**config.mk**
```make
export PLATFORM = sky130hd
export DESIGN_NAME = exe_stage_p
export DESIGN_NICKNAME = d
export VERILOG_FILES = /design/src/rtl/exe_pkg.sv /design/src/rtl/exe_stage_p_val2_gen.sv /design/src/rtl/exe_stage_p.sv
export SDC_FILE = /design/constraint.sdc
export NUM_CORES = 1
export LEC_CHECK = 0
export CAP_MARGIN = 10
export CORE_ASPECT_RATIO = 1.75
export CORE_MARGIN = 2
export CORE_UTILIZATION = 55
export DETAILED_ROUTE_END_ITERATION = 8
export PLACE_DENSITY = 0.91
export SYNTH_ARGS = -nofsm -noshare
export SYNTH_HDL_FRONTEND = slang
export SYNTH_SLANG_ARGS = --single-unit
```
**constraint.sdc**
```tcl
create_clock -name clk -period 7 [get_ports clk]
set_input_delay 0.7 -clock clk [delete_from_list [all_inputs] [get_ports clk]]
set_output_delay 0.7 -clock clk [all_outputs]
set_load 0.01 [all_outputs]
```
**src/rtl/exe_pkg.sv**
```systemverilog
// exe_pkg: shared definitions for the execute stage.
// Holds the exe_cmd operation codes, the operand-2 shift-type codes,
// the iterative multiplier state enum and the bit positions of the
// N, Z, C and V flags inside the 4-bit status word {N,Z,C,V}.
package exe_pkg;

  // Operation codes carried on exe_cmd.
  localparam logic [3:0] EXE_MOV = 4'b0001;
  localparam logic [3:0] EXE_MVN = 4'b1001;
  localparam logic [3:0] EXE_ADD = 4'b0010;  // also LDR/STR address add
  localparam logic [3:0] EXE_ADC = 4'b0011;
  localparam logic [3:0] EXE_SUB = 4'b0100;  // also CMP
  localparam logic [3:0] EXE_SBC = 4'b0101;
  localparam logic [3:0] EXE_AND = 4'b0110;  // also TST
  localparam logic [3:0] EXE_ORR = 4'b0111;
  localparam logic [3:0] EXE_EOR = 4'b1000;
  localparam logic [3:0] EXE_MUL = 4'b1010;

  // Register-operand shift types, shift_operand[6:5].
  localparam logic [1:0] SH_LSL = 2'b00;
  localparam logic [1:0] SH_LSR = 2'b01;
  localparam logic [1:0] SH_ASR = 2'b10;
  localparam logic [1:0] SH_ROR = 2'b11;

  // Iterative multiplier sequencing.
  typedef enum logic {
    ST_IDLE = 1'b0,
    ST_MUL  = 1'b1
  } mul_state_t;

  // Flag positions inside status = {N,Z,C,V}.
  localparam int FLAG_N = 3;
  localparam int FLAG_Z = 2;
  localparam int FLAG_C = 1;
  localparam int FLAG_V = 0;

endpackage

```
**src/rtl/exe_stage_p_val2_gen.sv**
```systemverilog
// val2_gen: combinational second-operand generator.
// Ports:
//   mem_en        in   load/store access; selects the zero-extended offset
//   imm           in   immediate form: imm8 rotated right by 2*rotate
//   shift_operand in   12-bit operand-2 field
//   val_rm        in   register operand to shift in register form
//   val2          out  generated second operand
// Priority: memory offset, then immediate, then shifted register.
module val2_gen
  import exe_pkg::*;
#(
  parameter int DATA_W = 32
) (
  input  logic              mem_en,
  input  logic              imm,
  input  logic [11:0]       shift_operand,
  input  logic [DATA_W-1:0] val_rm,
  output logic [DATA_W-1:0] val2
);

  // Rotate right; the amount is reduced modulo DATA_W so narrow
  // datapaths still rotate rather than shift everything out.
  function automatic logic [DATA_W-1:0] ror_w(input logic [DATA_W-1:0] x,
                                              input logic [5:0]        amt);
    logic [2*DATA_W-1:0] dbl;
    int unsigned         a;
    a   = int'(amt) % DATA_W;
    dbl = {x, x} >> a;
    return dbl[DATA_W-1:0];
  endfunction

  logic [4:0] shift_imm;
  logic [1:0] shift_type;

  assign shift_imm  = shift_operand[11:7];
  assign shift_type = shift_operand[6:5];

  always_comb begin
    // NOTE: every variable assigned in always_comb gets a default first, so
    // no path through the block leaves it unassigned and infers a latch.
    val2 = '0;
    if (mem_en) begin
      val2 = DATA_W'(shift_operand);
    end else if (imm) begin
      val2 = ror_w(DATA_W'(shift_operand[7:0]), {shift_operand[11:8], 1'b0});
    end else begin
      case (shift_type)
        SH_LSL:  val2 = val_rm << shift_imm;
        SH_LSR:  val2 = val_rm >> shift_imm;
        SH_ASR:  val2 = $signed(val_rm) >>> shift_imm;
        SH_ROR:  val2 = ror_w(val_rm, {1'b0, shift_imm});
        default: val2 = val_rm;
      endcase
    end
  end

endmodule

```
**src/rtl/exe_stage_p.sv**
```systemverilog
// exe_stage_p: execute stage and EX/MEM pipeline register.
// Generates operand 2 (val2_gen), runs the ALU, computes the branch target,
// owns the NZCV status register and an iterative shift-add multiplier that
// stalls upstream until the product is ready.
// Ports:
//   clk, rst                 clock, asynchronous active-high reset
//   flush                    drop the instruction at the inputs (and any MUL)
//   in_valid, exe_cmd        live-instruction flag and operation code
//   s_en, wb_en, mem_r_en,
//   mem_w_en, b_en, dest     control bits and destination from ID
//   pc, val_rn, val_rm       PC+4 and register operands
//   imm, shift_operand       operand-2 form and field
//   signed_imm_24            branch word offset
//   stall                    combinational hold request to upstream
//   out_*                    registered EX/MEM slot contents
//   status                   registered {N,Z,C,V}
module exe_stage_p
  import exe_pkg::*;
#(
  parameter int DATA_W = 32,
  parameter int IMM_W  = 24
) (
  input  logic              clk,
  input  logic              rst,
  input  logic              flush,
  input  logic              in_valid,
  input  logic [3:0]        exe_cmd,
  input  logic              s_en,
  input  logic              wb_en,
  input  logic              mem_r_en,
  input  logic              mem_w_en,
  input  logic              b_en,
  input  logic [3:0]        dest,
  input  logic [DATA_W-1:0] pc,
  input  logic [DATA_W-1:0] val_rn,
  input  logic [DATA_W-1:0] val_rm,
  input  logic              imm,
  input  logic [11:0]       shift_operand,
  input  logic [IMM_W-1:0]  signed_imm_24,
  output logic              stall,
  output logic              out_valid,
  output logic [DATA_W-1:0] out_alu_result,
  output logic [DATA_W-1:0] out_val_rm,
  output logic [DATA_W-1:0] out_br_addr,
  output logic [3:0]        out_dest,
  output logic              out_wb_en,
  output logic              out_mem_r_en,
  output logic              out_mem_w_en,
  output logic              out_br_taken,
  output logic [3:0]        status
);

  localparam int CNT_W = $clog2(DATA_W);

  // Operand 2
  logic [DATA_W-1:0] val2;

  val2_gen #(.DATA_W(DATA_W)) u_val2_gen (
    .mem_en        (mem_r_en | mem_w_en),
    .imm           (imm),
    .shift_operand (shift_operand),
    .val_rm        (val_rm),
    .val2          (val2)
  );

  // Multiplier state
  mul_state_t        state;
  logic [CNT_W-1:0]  count;
  logic [DATA_W-1:0] mcand;   // multiplicand, shifted left each step
  logic [DATA_W-1:0] mplier;  // multiplier, shifted right each step
  logic [DATA_W-1:0] acc;
  logic [DATA_W-1:0] mul_product;
  logic              is_mul;
  logic              mul_last;
  logic              complete;

  assign is_mul      = (exe_cmd == EXE_MUL);
  assign mul_last    = (state == ST_MUL) && (count == CNT_W'(DATA_W - 1));
  // Accumulator including the current step; on the last step this is the product.
  assign mul_product = acc + (mplier[0] ? mcand : '0);

  // Reset is folded in so stall drops the moment reset is applied,
  // even while upstream still presents the MUL.
  assign stall    = ~rst & in_valid & is_mul & ~mul_last & ~flush;
  assign complete = in_valid & ~stall & ~flush;

  // Adder shared by ADD/ADC/SUB/SBC: subtraction is rn + ~val2 + carry-in.
  logic [DATA_W-1:0] add_b;
  logic              add_ci;
  logic [DATA_W:0]   sum;
  logic              add_v;

  always_comb begin
    add_b  = val2;
    add_ci = 1'b0;
    case (exe_cmd)
      EXE_ADC: add_ci = status[FLAG_C];
      EXE_SUB: begin add_b = ~val2; add_ci = 1'b1;           end
      EXE_SBC: begin add_b = ~val2; add_ci = status[FLAG_C]; end
      default: ;
    endcase
  end

  assign sum   = {1'b0, val_rn} + {1'b0, add_b} + {{DATA_W{1'b0}}, add_ci};
  assign add_v = (val_rn[DATA_W-1] == add_b[DATA_W-1]) &&
                 (sum[DATA_W-1] != val_rn[DATA_W-1]);

  // ALU
  logic [DATA_W-1:0] alu_result;
  logic              cv_upd;     // op belongs to the add/sub class
  logic              known_op;   // defined opcode; unknown ones leave flags alone
  logic [3:0]        flags_next;

  always_comb begin
    alu_result = '0;
    cv_upd     = 1'b0;
    known_op   = 1'b1;
    case (exe_cmd)
      EXE_MOV: alu_result = val2;
      EXE_MVN: alu_result = ~val2;
      EXE_ADD, EXE_ADC, EXE_SUB, EXE_SBC: begin
        alu_result = sum[DATA_W-1:0];
        cv_upd     = 1'b1;
      end
      EXE_AND: alu_result = val_rn & val2;
      EXE_ORR: alu_result = val_rn | val2;
      EXE_EOR: alu_result = val_rn ^ val2;
      EXE_MUL: alu_result = mul_product;
      default: known_op   = 1'b0;
    endcase
  end

  always_comb begin
    flags_next         = status;
    flags_next[FLAG_N] = alu_result[DATA_W-1];
    flags_next[FLAG_Z] = (alu_result == '0);
    if (cv_upd) begin
      flags_next[FLAG_C] = sum[DATA_W];
      flags_next[FLAG_V] = add_v;
    end
  end

  // Branch target: word offset sign-extended, scaled by 4, added to PC+4.
  logic [DATA_W-1:0] br_off;
  assign br_off = DATA_W'($signed(signed_imm_24));

  // Multiplier sequencer
  always_ff @(posedge clk or posedge rst) begin
    // NOTE: sequential state uses non-blocking assignments so every register
    // samples the pre-edge values, independent of statement order.
    if (rst) begin
      state  <= ST_IDLE;
      count  <= '0;
      mcand  <= '0;
      mplier <= '0;
      acc    <= '0;
    end else if (flush) begin
      state <= ST_IDLE;
      count <= '0;
    end else begin
      case (state)
        ST_IDLE: begin
          if (in_valid && is_mul) begin
            mcand  <= val_rn;
            mplier <= val_rm;
            acc    <= '0;
            count  <= '0;
            state  <= ST_MUL;
          end
        end
        ST_MUL: begin
          if (!(in_valid && is_mul) || mul_last) begin
            // Product taken by the output register (or instruction vanished).
            state <= ST_IDLE;
            count <= '0;
          end else begin
            acc    <= mul_product;
            mcand  <= mcand << 1;
            mplier <= mplier >> 1;
            count  <= count + 1'b1;
          end
        end
        default: state <= ST_IDLE;
      endcase
    end
  end

  // EX/MEM register and status
  always_ff @(posedge clk or posedge rst) begin
    if (rst) begin
      out_valid      <= 1'b0;
      out_alu_result <= '0;
      out_val_rm     <= '0;
      out_br_addr    <= '0;
      out_dest       <= '0;
      out_wb_en      <= 1'b0;
      out_mem_r_en   <= 1'b0;
      out_mem_w_en   <= 1'b0;
      out_br_taken   <= 1'b0;
      status         <= '0;
    end else begin
      out_valid <= complete;
      if (complete) begin
        out_alu_result <= alu_result;
        out_val_rm     <= val_rm;
        out_br_addr    <= pc + (br_off << 2);
        out_dest       <= dest;
        out_wb_en      <= wb_en;
        out_mem_r_en   <= mem_r_en;
        out_mem_w_en   <= mem_w_en;
        out_br_taken   <= b_en;
        if (s_en && known_op) status <= flags_next;
      end else begin
        // Bubble: side-effect controls must not act on stale data.
        out_wb_en    <= 1'b0;
        out_mem_r_en <= 1'b0;
        out_mem_w_en <= 1'b0;
        out_br_taken <= 1'b0;
      end
    end
  end

endmodule

```
==> results of run 1 <==
[logic make-up after synthesis]
kind of cell             share of synthesized area (%)
buffers and inverters                             5.89
XOR/XNOR                                          4.25
AND/OR/NAND/NOR                                   17.6
multiplexers                                      15.0
flip-flops                                        23.5
AO/OA/AOI/OAI                                     24.4
adder cells (fa/ha/maj)                           9.27
[metrics by stage]
step                cell area [um2]  TNS (ns)
CTS                           27700         0
global placement              26900         0
floorplan                     22500         0
detailed placement            26900   -0.0828
[Yosys cell counts (all sizes together), types with 7 or more instances]
library cell and number:
a2111oi 10, a311oi 12, nor3 41, nand4 20, nand2b 29, a21o 41, o21a 7, xor2 59
o211ai 22, mux4 59, o21ai 254, nor2b 23, nor4 9, or2 14, and2 54, mux2i 152
o22ai 22, a211oi 28, a22o 37, a221o 9, o221ai 16, and3 21, buf 54, inv 99
xnor2 50, a221oi 16, or3 10, dfrtp 211, o21bai 7, a21oi 146, nand3 54, a31oi 37
o2bb2ai 7, o31ai 19, o2111ai 11, a22oi 33, ha 160, a211o 13, mux2 45, nand2 414
a21boi 8, nor2 129, clkbuf 165
[routing by layer]
layer | track usage, % | overflow
met5 | 1.39 | 0
met4 | 60.6 | 13
met3 | 26.8 | 0
met2 | 84.3 | 18
met1 | 58.3 | 0
==> results.json, run 1 <==
{
  "outcome": "stopped before the end",
  "haltStage": "5_1_grt",
  "error": "[ERROR GRT-0116] Global routing finished with congestion. Check the congestion regions in the DRC Viewer.",
  "yosysWarnings": 0,
  "num_rows": 97,
  "cts_sinks": 211,
  "grt_start_max_net_pins": 95,
  "syn_avg_cell_area_um2": 8.21,
  "synthArstFlopShare_pct": 100,
  "numCtsBuffers": 22,
  "ys_ff_latch": 211,
  "start_util_pct": 55.9,
  "grt.overflow.total": 31,
  "place.port_buffers": 259,
  "synth_area_leader_cell": "dfrtp_1",
  "place_congestion": 1.16,
  "die_x_um": 157,
  "synth.top_cell.area_share_pct": 23.5,
  "seq_area_frac_synth_pct": 23.5,
  "synth_ff_type": "dfrtp_1",
  "synth-edff-count": 0,
  "die_height_um": 271,
  "synthDistinctLibCells": 101,
  "ctsResizeCount": 0,
  "synth_area_leaders": "dfrtp_1, ha_1, nand2_1",
  "hold_buffers": 0,
  "grt_pass1_wl_um": 184000,
  "ctsHtreeMaxLevel": 1,
  "root_buffer": "clkbuf_16",
  "syn-num-nets": 3047,
  "grt_pass1_vias": 27700,
  "synth_cells": 2733,
  "dpl.hpwl_um": 86400,
  "io_pins": 260,
  "grt_usage_pct": 57.9,
  "post_cts_buffers": 0,
  "dp_cells": 3577,
  "pre_cts_ws_ns": -0.0828,
  "syn_area_mm2": 0.0225,
  "cts.path.max_buffers": 3
}
==> run 2, diff against run 1 <==
Settings changed: CORE_ASPECT_RATIO 1.75 to default, CORE_UTILIZATION 55 to 40, PLACE_DENSITY 0.91 to default, PLACE_DENSITY_LB_ADDON from default to 0.15.
==> run 2 against run 1 <==
The run now ends clean. Area after synthesis unchanged. Synthesized cell count unchanged.
==> results.json, run 2 <==
{
  "finalSetupViolCount": 0,
  "syn_avg_cell_area_um2": 8.21,
  "cellLeakagePower_nw": 12.3,
  "syn-num-nets": 3047,
  "min_period_over_period_pct": 93.4,
  "post_cts_buffers": 0,
  "antenna_found_initial": 1,
  "synth_most_common_cell": "nand2_1",
  "synthDistinctLibCells": 101,
  "drtPass1Iterations": 7,
  "cts_tree": "built",
  "globalRoute.busiestLayer": "met2",
  "place.port_buffers": 259,
  "cp.arrival_ns": 7.07,
  "drv_slew": 0,
  "post_dp_cell_area_mm2": 0.0268,
  "slew_headroom_pct": 32.9,
  "place_congestion": 1.06,
  "cp_cell_sequence": "clkdlybuf4s50_1 > mux2i_1 > mux4_2 > nand2_1 > a32oi_1 > a21oi_1 > xnor2_1 > fa_1 > fa_1 > nor2b_1 > o31ai_1 > a211o_1 > buf_4 > a21oi_1 > o21ai_0 > o21ai_0 > xor2_1 > a211o_1 > a2111oi_0 > nand4_1 > nor4_1 > a21o_1",
  "hp-class": "reg2reg",
  "peakVddDrop_mv": 0.217,
  "finClkSkew_ns": 0.0192,
  "p_int_mw": 3.12,
  "clock_latency_ns": 0.60,
  "start_util_pct": 40.6,
  "dp_cells": 3739,
  "layout_commonest_cell": "nand2_1",
  "clk_pin_slew_ns": 0.06,
  "seq_power_share_pct": 30.1,
  "die_x_um": 241,
  "fin_setup_tns_ns": 0,
  "seq_area_frac_synth_pct": 23.5,
  "most-common-layout-cells": "nand2_1, clkdlybuf4s50_1, o21ai_0",
  "drt_iter0_markers": 2098,
  "comb_power_share_pct": 40.3,
  "ys_top_cells_by_count": "nand2_1, o21ai_0, dfrtp_1",
  "grtUsageMet2_pct": 57.2,
  "grt_pass1_wl_um": 150000,
  "synthArstFlopShare_pct": 100,
  "post_drt_wl_per_cell_um": 27.1,
  "syn2layout_area_growth_pct": 23.7,
  "layout-drive-gt1-share_pct": 13.8,
  "cts_sinks": 211,
  "routed_wl_um": 103000,
  "grt.overflow.total": 0,
  "num_vias": 23400,
  "ys_ff_latch": 211,
  "p_switching_mw": 1.87,
  "grt_start_max_net_pins": 125,
  "core_area_mm2": 0.0553,
  "io_pins": 260,
  "synth-edff-count": 0,
  "dpl.hpwl_um": 80400,
  "finish.instance_area_mm2": 0.0278,
  "stdcell_count": 3789,
  "fmax_mhz": 153,
  "synth_area_leader_cell": "dfrtp_1",
  "synth.top_cell.area_share_pct": 23.5,
  "synth_cells": 2733,
  "grtUsageMet3_pct": 5.18,
  "power_density_mw_per_mm2": 180,
  "ant_nets": 0,
  "outcome": "finished, final reports clean",
  "nets": 3334,
  "multi_input_area_mm2": 0.0159,
  "seq_area_mm2": 0.00528,
  "ctsHtreeMaxLevel": 1,
  "numCtsBuffers": 27,
  "maxCapViolations": 0,
  "p_clk_share_pct": 29.5,
  "crit_slowest_cell": "clkdlybuf4s50_1",
  "critPathBufInv": 2,
  "root_buffer": "clkbuf_16",
  "grt_use_met1_pct": 42.8,
  "postLayoutCoreUtil_pct": 50.2,
  "grt_pass1_vias": 22900,
  "yosysWarnings": 0,
  "synth_area_leaders": "dfrtp_1, ha_1, nand2_1",
  "die-area_mm2": 0.0580,
  "grt_usage_pct": 34.6,
  "cts.path.max_buffers": 3,
  "die_height_um": 241,
  "rsz0062_at_grt": "no",
  "ctsResizeCount": 0,
  "cp_max_fo": 10,
  "cp_top_family": "compound AO/OA/AOI/OAI gates",
  "fillers": 5377,
  "timing.hold.ws_ns": 0.475,
  "startpoint_type": "input pin",
  "final.min_clock_period_ns": 6.54,
  "cpPeakStageDelay_ns": 0.73,
  "avgViaCountPerCell": 6.19,
  "crit_type": "in2reg",
  "hold_violations": 0,
  "drc_errors": 0,
  "num_rows": 86,
  "p_sw_share_pct": 37.4,
  "hold_buffers": 0,
  "worstMarginPinSlew_ns": 1.01,
  "cp.required_ns": 7.53,
  "end_kind": "register",
  "synth_ff_type": "dfrtp_1",
  "syn_area_mm2": 0.0225
}
## run 2: cell counts after synthesis
Identical to the previous run, type by type.
## run 2: power groups by stage
| stage | Sequential [mW] | Combinational [mW] | Clock, mW |
|---|---|---|---|
| detailed placement | 1.52 | 1.98 | 0 |
| global route | 1.53 | 2.15 | 1.56 |
| global placement | 1.52 | 1.97 | 0 |
| CTS | 1.50 | 1.99 | 1.52 |
| floorplan | 1.54 | 1.03 | 0 |
| finish | 1.50 | 2.01 | 1.47 |
## run 2: path summary, 6_finish.rpt
kind,startpoint,to,slack [ns],depth (start not counted)
min reg2reg,out_br_addr[0],out_br_addr[0],0.48,2
min in group asynchronous,rst,count[4],0.62,2
max,val_rm[12],status[2],0.46,22
max reg2reg,mplier[0],status[2],1.86,15
min,out_br_addr[0],out_br_addr[0],0.48,2
max in group asynchronous,rst,out_alu_result[1],5.17,3
## run 2: area by class of cell
| type | instances | area share [%] |
|---|---|---|
| Clock inverter | 17 | 0.717 |
| Tap cell | 748 | 3.37 |
| Clock buffer | 32 | 2.61 |
| Multi-Input combinational cell | 2203 | 57.3 |
| Timing Repair Buffer | 477 | 15.6 |
| Inverter | 100 | 1.38 |
| Sequential cell | 211 | 19.0 |
| Antenna cell | 1 | 0.00901 |
## run 2: logic make-up after synthesis
logic type	Yosys count	synth area share, %
mux	256	15.0
fa+ha+maj	164	9.27
compound gates	820	24.4
simple gates	854	17.6
flops	211	23.5
xor+xnor	109	4.25
buf+inv	319	5.89
## run 2: metal layers
| metal | vias up | routed length, um |
|---|---|---|
| li1 | 10600 | - |
| met1 | 11500 | 41100 |
| met2 | 1053 | 47800 |
| met3 | 267 | 6620 |
| met4 | 2 | 7270 |
| met5 | - | 13 |
## run 2: tightest hold or removal path, cell delays in order, from the launching register on
cell     delay (ns)
dfrtp_1        0.34
nand2_1        0.05
nand2_1        0.05
## run 2: through the flow
stage,setup WS [ns],power (mW)
finish,0.465,4.99
global route,0.182,5.23
CTS,0.583,5.01
detailed placement,-0.0336,3.50
global placement,0.167,3.48
floorplan,0.534,2.57
No activity file was read; power rests on OpenSTA's default activity.
